==> src/rtl/mips_multicycle_controller.sv <==
// mips_multicycle_controller
//   Main control FSM for the multi-cycle MIPS datapath. Every instruction
//   is sequenced through fetch, decode, execute, memory and write-back.
//   The FSM drives the datapath muxes, the memory strobes and the
//   register-file write, plus the 2-bit ALU_op consumed by the ALU control
//   decoder. It also counts retired instructions and flags unsupported
//   opcodes.
//
//   Optional feature macro: MIPS_CTRL_JAL_EN
//     defined   -> opcode 000011 (jal) is decoded to the JAL state (13)
//     undefined -> jal is treated as an illegal opcode and code 13 is unreachable
//
//   Ports
//     clk, rst_n     clock, async active-low reset
//     opcode[5:0]    IR[31:26]; sampled only in DECODE and MEM_ADDR
//     zero           ALU zero flag; used only in BRANCH
//     jr             jr flag from the ALU control decoder; used only in R_EXEC
//     pc_load, PC_src, IorD, mem_read, mem_write, IR_write,
//     ALU_src_A, ALU_src_B, ALU_op, reg_dst, mem_to_reg, reg_write
//                    datapath controls
//     illegal_op     one-cycle pulse on an unsupported opcode (in DECODE)
//     state[3:0]     current state code (debug)
//     instr_count    retired-instruction counter, wraps modulo 2^CNT_W
module mips_multicycle_controller #(
    parameter int CNT_W = 32
) (
    input  logic             clk,
    input  logic             rst_n,
    input  logic [5:0]       opcode,
    input  logic             zero,
    input  logic             jr,
    output logic             pc_load,
    output logic [1:0]       PC_src,
    output logic             IorD,
    output logic             mem_read,
    output logic             mem_write,
    output logic             IR_write,
    output logic             ALU_src_A,
    output logic [1:0]       ALU_src_B,
    output logic [1:0]       ALU_op,
    output logic [1:0]       reg_dst,
    output logic [1:0]       mem_to_reg,
    output logic             reg_write,
    output logic             illegal_op,
    output logic [3:0]       state,
    output logic [CNT_W-1:0] instr_count
);

    localparam logic [5:0] OP_RTYPE = 6'b000000;
    localparam logic [5:0] OP_LW    = 6'b100011;
    localparam logic [5:0] OP_SW    = 6'b101011;
    localparam logic [5:0] OP_BEQ   = 6'b000100;
    localparam logic [5:0] OP_J     = 6'b000010;
    localparam logic [5:0] OP_ADDI  = 6'b001000;
    localparam logic [5:0] OP_SLTI  = 6'b001010;
`ifdef MIPS_CTRL_JAL_EN
    localparam logic [5:0] OP_JAL   = 6'b000011;
`endif

    typedef enum logic [3:0] {
        S_FETCH     = 4'd0,
        S_DECODE    = 4'd1,
        S_MEM_ADDR  = 4'd2,
        S_MEM_READ  = 4'd3,
        S_MEM_WB    = 4'd4,
        S_MEM_WRITE = 4'd5,
        S_R_EXEC    = 4'd6,
        S_R_WB      = 4'd7,
        S_BRANCH    = 4'd8,
        S_JUMP      = 4'd9,
        S_ADDI_EXEC = 4'd10,
        S_SLTI_EXEC = 4'd11,
`ifdef MIPS_CTRL_JAL_EN
        S_IMM_WB    = 4'd12,
        S_JAL       = 4'd13
`else
        S_IMM_WB    = 4'd12
`endif
    } state_t;

    state_t state_q;
    state_t state_d;
    logic   retire;

    assign state = state_q;

    always_ff @(posedge clk or negedge rst_n) begin
        if (!rst_n) state_q <= S_FETCH;
        else        state_q <= state_d;
    end

    always_comb begin
        state_d    = S_FETCH;
        pc_load    = 1'b0;
        PC_src     = 2'b00;
        IorD       = 1'b0;
        mem_read   = 1'b0;
        mem_write  = 1'b0;
        IR_write   = 1'b0;
        ALU_src_A  = 1'b0;
        ALU_src_B  = 2'b00;
        ALU_op     = 2'b00;
        reg_dst    = 2'b00;
        mem_to_reg = 2'b00;
        reg_write  = 1'b0;
        illegal_op = 1'b0;
        case (state_q)
            S_FETCH: begin
                mem_read  = 1'b1;
                IR_write  = 1'b1;
                ALU_src_B = 2'b01;
                pc_load   = 1'b1;
                state_d   = S_DECODE;
            end
            S_DECODE: begin
                // PC + (sext(imm)<<2) is computed here so that ALUOut holds the branch target.
                ALU_src_B = 2'b11;
                case (opcode)
                    OP_LW, OP_SW: state_d = S_MEM_ADDR;
                    OP_RTYPE:     state_d = S_R_EXEC;
                    OP_BEQ:       state_d = S_BRANCH;
                    OP_J:         state_d = S_JUMP;
                    OP_ADDI:      state_d = S_ADDI_EXEC;
                    OP_SLTI:      state_d = S_SLTI_EXEC;
`ifdef MIPS_CTRL_JAL_EN
                    OP_JAL:       state_d = S_JAL;
`endif
                    default: begin
                        illegal_op = 1'b1;
                        state_d    = S_FETCH;
                    end
                endcase
            end
            S_MEM_ADDR: begin
                ALU_src_A = 1'b1;
                ALU_src_B = 2'b10;
                state_d   = (opcode == OP_LW) ? S_MEM_READ : S_MEM_WRITE;
            end
            S_MEM_READ: begin
                mem_read = 1'b1;
                IorD     = 1'b1;
                state_d  = S_MEM_WB;
            end
            S_MEM_WB: begin
                reg_write  = 1'b1;
                mem_to_reg = 2'b01;
            end
            S_MEM_WRITE: begin
                mem_write = 1'b1;
                IorD      = 1'b1;
            end
            S_R_EXEC: begin
                ALU_src_A = 1'b1;
                ALU_op    = 2'b10;
                // jr is resolved here: the PC is loaded straight from register A, and there is no write-back.
                if (jr) begin
                    pc_load = 1'b1;
                    PC_src  = 2'b11;
                    state_d = S_FETCH;
                end else begin
                    state_d = S_R_WB;
                end
            end
            S_R_WB: begin
                reg_write = 1'b1;
                reg_dst   = 2'b01;
            end
            S_BRANCH: begin
                ALU_src_A = 1'b1;
                ALU_op    = 2'b01;
                PC_src    = 2'b01;
                pc_load   = zero;
            end
            S_JUMP: begin
                PC_src  = 2'b10;
                pc_load = 1'b1;
            end
            S_ADDI_EXEC: begin
                ALU_src_A = 1'b1;
                ALU_src_B = 2'b10;
                state_d   = S_IMM_WB;
            end
            S_SLTI_EXEC: begin
                ALU_src_A = 1'b1;
                ALU_src_B = 2'b10;
                ALU_op    = 2'b11;
                state_d   = S_IMM_WB;
            end
            S_IMM_WB: begin
                reg_write = 1'b1;
            end
`ifdef MIPS_CTRL_JAL_EN
            S_JAL: begin
                reg_write  = 1'b1;
                reg_dst    = 2'b10;
                mem_to_reg = 2'b10;
                PC_src     = 2'b10;
                pc_load    = 1'b1;
            end
`endif
            default: state_d = S_FETCH;
        endcase
    end

    // An instruction retires on any return to FETCH, except for the illegal-opcode bail-out.
    assign retire = (state_q != S_FETCH) && (state_d == S_FETCH) && !illegal_op;

    always_ff @(posedge clk or negedge rst_n) begin
        if (!rst_n)      instr_count <= '0;
        else if (retire) instr_count <= instr_count + CNT_W'(1);
    end

endmodule

==> config.mk <==
export PLATFORM = sky130hd
export DESIGN_NAME = mips_multicycle_controller
export DESIGN_NICKNAME = d
export VERILOG_FILES = /design/src/rtl/mips_multicycle_controller.sv
export SDC_FILE = /design/constraint.sdc
export NUM_CORES = 1
export LEC_CHECK = 0
export CELL_PAD_IN_SITES_DETAIL_PLACEMENT = 0
export CELL_PAD_IN_SITES_GLOBAL_PLACEMENT = 1
export CORE_MARGIN = 8
export CORE_UTILIZATION = 36
export CTS_BUF_LIST = sky130_fd_sc_hd__clkbuf_2 sky130_fd_sc_hd__clkbuf_4 sky130_fd_sc_hd__clkbuf_8
export DETAILED_ROUTE_END_ITERATION = 10
export GPL_ROUTABILITY_DRIVEN = 0
export PLACE_DENSITY = 0.82
export SLEW_MARGIN = 5
export SYNTH_ARGS = -nofsm -noshare
export SYNTH_HDL_FRONTEND = slang
export SYNTH_SLANG_ARGS = --single-unit
export TNS_END_PERCENT = 1
==> constraint.sdc <==
create_clock -name clk -period 2.6 [get_ports clk]
set_input_delay 0.26 -clock clk [delete_from_list [all_inputs] [get_ports clk]]
set_output_delay 0.26 -clock clk [all_outputs]
set_load 0.05 [all_outputs]
==> results of run 1 <==
-- synthesized netlist by cell type (2+ instances only) --
cell,instances,area share
a21oi_1,2,0.0047
a31oi_1,2,0.0059
and2_1,2,0.0059
and3_1,19,0.056
and4_1,4,0.017
buf_1,2,0.0035
buf_2,5,0.012
buf_4,5,0.018
clkbuf_1,3,0.0053
dfrtp_1,36,0.43
nand2_1,9,0.016
nand2b_1,5,0.015
nand3_1,22,0.052
nand4_1,13,0.038
nor2_1,17,0.030
nor2b_1,4,0.012
nor3_1,6,0.014
nor4_1,2,0.0059
nor4b_1,2,0.0083
o21ai_0,5,0.012
o22ai_1,2,0.0059
or2_2,2,0.0059
xnor2_1,32,0.13
-- registers in the layout (all words and copies together), names as in the netlist --
signal       flops
state            4
instr_count     32
-- layout make-up --
type                            instances  area [um^2]  share of cell area
Tap cell                               75        93.84             0.03201
Timing Repair Buffer                   70        668.1              0.2279
Sequential cell                        36        900.9              0.3073
Clock buffer                            5        68.82             0.02347
Clock inverter                          3        42.54             0.01451
Multi-Input combinational cell        170         1154              0.3935
Inverter                                1        3.754            0.001280
-- per-stage QoR --
stage / setup TNS [ns] / instances
4_1_cts: 0 / 360
3_5_place_dp: 0 / 352
6_report: 0 / 360
5_1_grt: 0 / 360
3_3_place_gp: 0 / 352
2_1_floorplan: -0.6579 / 222
-- layout by cell type (no fill, tap or decap), drive strengths merged, types with 2 or more instances in the layout --
cell type	n
nand2b	6
and2	2
or2	2
dfrtp	36
clkdlybuf4s50	50
clkbuf	5
a21oi	3
nor3	7
conb	2
xnor2	32
nand2	9
nor2b	4
buf	19
nor4b	2
and3	19
nand4	14
and4	4
nand3	22
nor4	4
o22ai	2
nor2	17
a31oi	2
o21ai	6
-- layer usage --
| layer | track usage | vias to the layer above |
|---|---|---|
| li1 | - | 909 |
| met1 | 0.1507 | 896 |
| met2 | 0.2026 | 39 |
| met3 | 0.03560 | 7 |
| met4 | 0.04430 | 0 |
| met5 | 0 | - |
-- critical path, delay by kind of cell (launching register included) --
kind | cells | cell delay, ns
buffers and inverters | 2 | 1.08
flip-flops | 1 | 0.57
AND/OR/NAND/NOR | 2 | 0.23
-- path summary, 6_finish.rpt --
path | end | from | cells after the start | slack (ns)
max in group asynchronous | instr_count[6] | rst_n | 2 | 1.88
hold reg to reg | instr_count[25] | instr_count[25] | 1 | 0.49
hold / removal | instr_count[14] | rst_n | 2 | 0.39
setup / recovery | mem_to_reg[0] | state[2] | 4 | 0.17
min in group clk | instr_count[25] | instr_count[25] | 1 | 0.49
setup reg to reg | instr_count[1] | state[1] | 7 | 0.29
-- kinds of logic (layout without fill, tap and decap cells) --
kind of cell | Yosys count | after routing
and+or+nand+nor | 116 | 116
xor gates and xnor gates | 33 | 33
other | 1 | 2
buffers and inverters | 16 | 79
AOI/OAI and AO/OA | 17 | 17
DFF | 36 | 36
muxes | 1 | 1
adders and majority gates | 1 | 1
-- power groups by stage --
stage	registers, uW	clock network [uW]	logic [uW]
final	717	489	1140
after global routing	739	537	1210
after CTS	719	507	1150
after detailed placement	728	0	1150
after global placement	727	0	1140
after floorplan	867	0	645
==> impl_metrics.tcl, run 1 <==
set metrics [dict create \
    cts_setup_buffers 0 \
    whs_ns 0.3870 \
    diodes 0 \
    core_um2 5816 \
    ys_warn_count 0 \
    clockRootBuffer "clkbuf_8" \
    cts_hold_buf 0 \
    grt_util_all_layers 0.1236 \
    worstMarginPinSlew_ns 0.5390 \
    nNetsFinal 295 \
    path_clk_slew_ns 0.08 \
    max_freq_mhz 411.4 \
    yosysUniqueCellTypes 43 \
    grt_pass1_vias 1789 \
    min_period_ns 2.430 \
    antenna_left 0 \
    combPwrFrac 0.487 \
    synth_fa_ha_area_frac 0.005903 \
    area_growth_pct 38.31 \
    synth-xor-area-share 0.1364 \
    wl_met1_mm 2.391 \
    synth_compound_area_frac 0.05903 \
    cts.sinks 36 \
    fp.dieH_um 92.73 \
    dr_total_vias 1851 \
    slowest_stage "clkdlybuf4s50_1" \
    vias_per_cell 5.142 \
    clkPwrFrac 0.208 \
    drv_cap 0 \
    timing.slew.headroom 0.6395 \
    synth_simple_gate_area_frac 0.3264 \
    status "finished, final reports clean" \
    dr.pass1.iters 4 \
    timing.final.hold_violations 0 \
    async_flop_share 1.000 \
    path_class "register to output port" \
    finalSetupViolCount 0 \
    ios 64 \
    n_fill_cell 576 \
    drv_slew 0 \
    routed_wl_mm 5.225 \
    clockBufferDepth 2 \
    critPathRequiredTime_ns 2.34 \
    critPathCaptureType "output port" \
    grt_pass1_wl_mm 8.700 \
    post-dp-hpwl_mm 3.882 \
    avgSynthCellArea_um2 9.591 \
    intPower_uw 1299 \
    cellPowerDensity_nw_per_um2 801.8 \
    cts_buffers 5 \
    initial_utilization 0.3645 \
    seq_area_frac_synth 0.4250 \
    power.total_uw 2351 \
    crit_chain "buf_4, nand2b_2, nor3_1, clkdlybuf4s50_1" \
    hp-class "primary input to async pin" \
    wl_met2_mm 2.519 \
    final.period_utilization 0.9348 \
    syn-instance-count 221 \
    synth_top_family_by_area "simple AND/OR/NAND/NOR gates" \
    antenna_found_initial 0 \
    wl_per_cell_um 14.51 \
    worstPathMaxFanout 11 \
    p_switching_uw 1051 \
    synth-edff-count 0 \
    vdd.ir_drop.worst_mv 0.9791 \
    arrival_ns 2.17 \
    pre_cts_ws_ns 0.2461 \
    drt-initial-drc-count 75 \
    crit_path_start_kind "register" \
    synth-seq-cells 36 \
    leakagePower_uw 0.001235 \
    place_area_um2 2818 \
    final.setup.worst_slack_ns 0.1695 \
    design_area_um2 2932 \
    die_w_um 92.73 \
    wl_met3_um 259 \
    core.rowCount 28 \
    gr-total-overflow 0 \
    synth_area_um2 2120 \
    cts_tree "yes" \
    p_sw_frac 0.4472 \
    ctsResizeCount 0 \
    crit_path_max_incr_delay_ns 0.83 \
    die_area_um2 8599 \
    grt_max_degree 37 \
    clock_latency_ns 0.29 \
    synthFlopType "dfrtp_1" \
    post-route-util 0.5041 \
    post_route_cells_drive_above_1_share 0.1439 \
    synthMuxAreaShare 0.005313 \
    rsz0062_at_grt "no" \
    cts_max_level 2 \
    seq_power_share 0.305 \
    io_buffers 61 \
    top_layer "met4" \
    skew_ns 0.009357 \
    drc 0 \
]
(Power assumes the default switching activity.)
==> inputs of run 2 (changes only) <==
--- a/config.mk
+++ b/config.mk
@@ -10,6 +10,7 @@
 export CORE_MARGIN = 8
 export CORE_UTILIZATION = 36
 export CTS_BUF_LIST = sky130_fd_sc_hd__clkbuf_2 sky130_fd_sc_hd__clkbuf_4 sky130_fd_sc_hd__clkbuf_8
+export CTS_CLUSTER_DIAMETER = 100
 export DETAILED_ROUTE_END_ITERATION = 10
 export GPL_ROUTABILITY_DRIVEN = 0
 export PLACE_DENSITY = 0.82
==> results of run 2 <==
No change in the layout: final DEF, timing and power equal those of run 1.
==> inputs of run 3 (changes only) <==
--- a/config.mk
+++ b/config.mk
@@ -10,11 +10,10 @@
 export CORE_MARGIN = 8
 export CORE_UTILIZATION = 36
 export CTS_BUF_LIST = sky130_fd_sc_hd__clkbuf_2 sky130_fd_sc_hd__clkbuf_4 sky130_fd_sc_hd__clkbuf_8
-export CTS_CLUSTER_DIAMETER = 100
 export DETAILED_ROUTE_END_ITERATION = 10
 export GPL_ROUTABILITY_DRIVEN = 0
 export PLACE_DENSITY = 0.82
-export SLEW_MARGIN = 5
+export SLEW_MARGIN = 25
 export SYNTH_ARGS = -nofsm -noshare
 export SYNTH_HDL_FRONTEND = slang
 export SYNTH_SLANG_ARGS = --single-unit
==> results of run 3 <==
No change in the layout: final DEF, timing and power equal those of run 1.
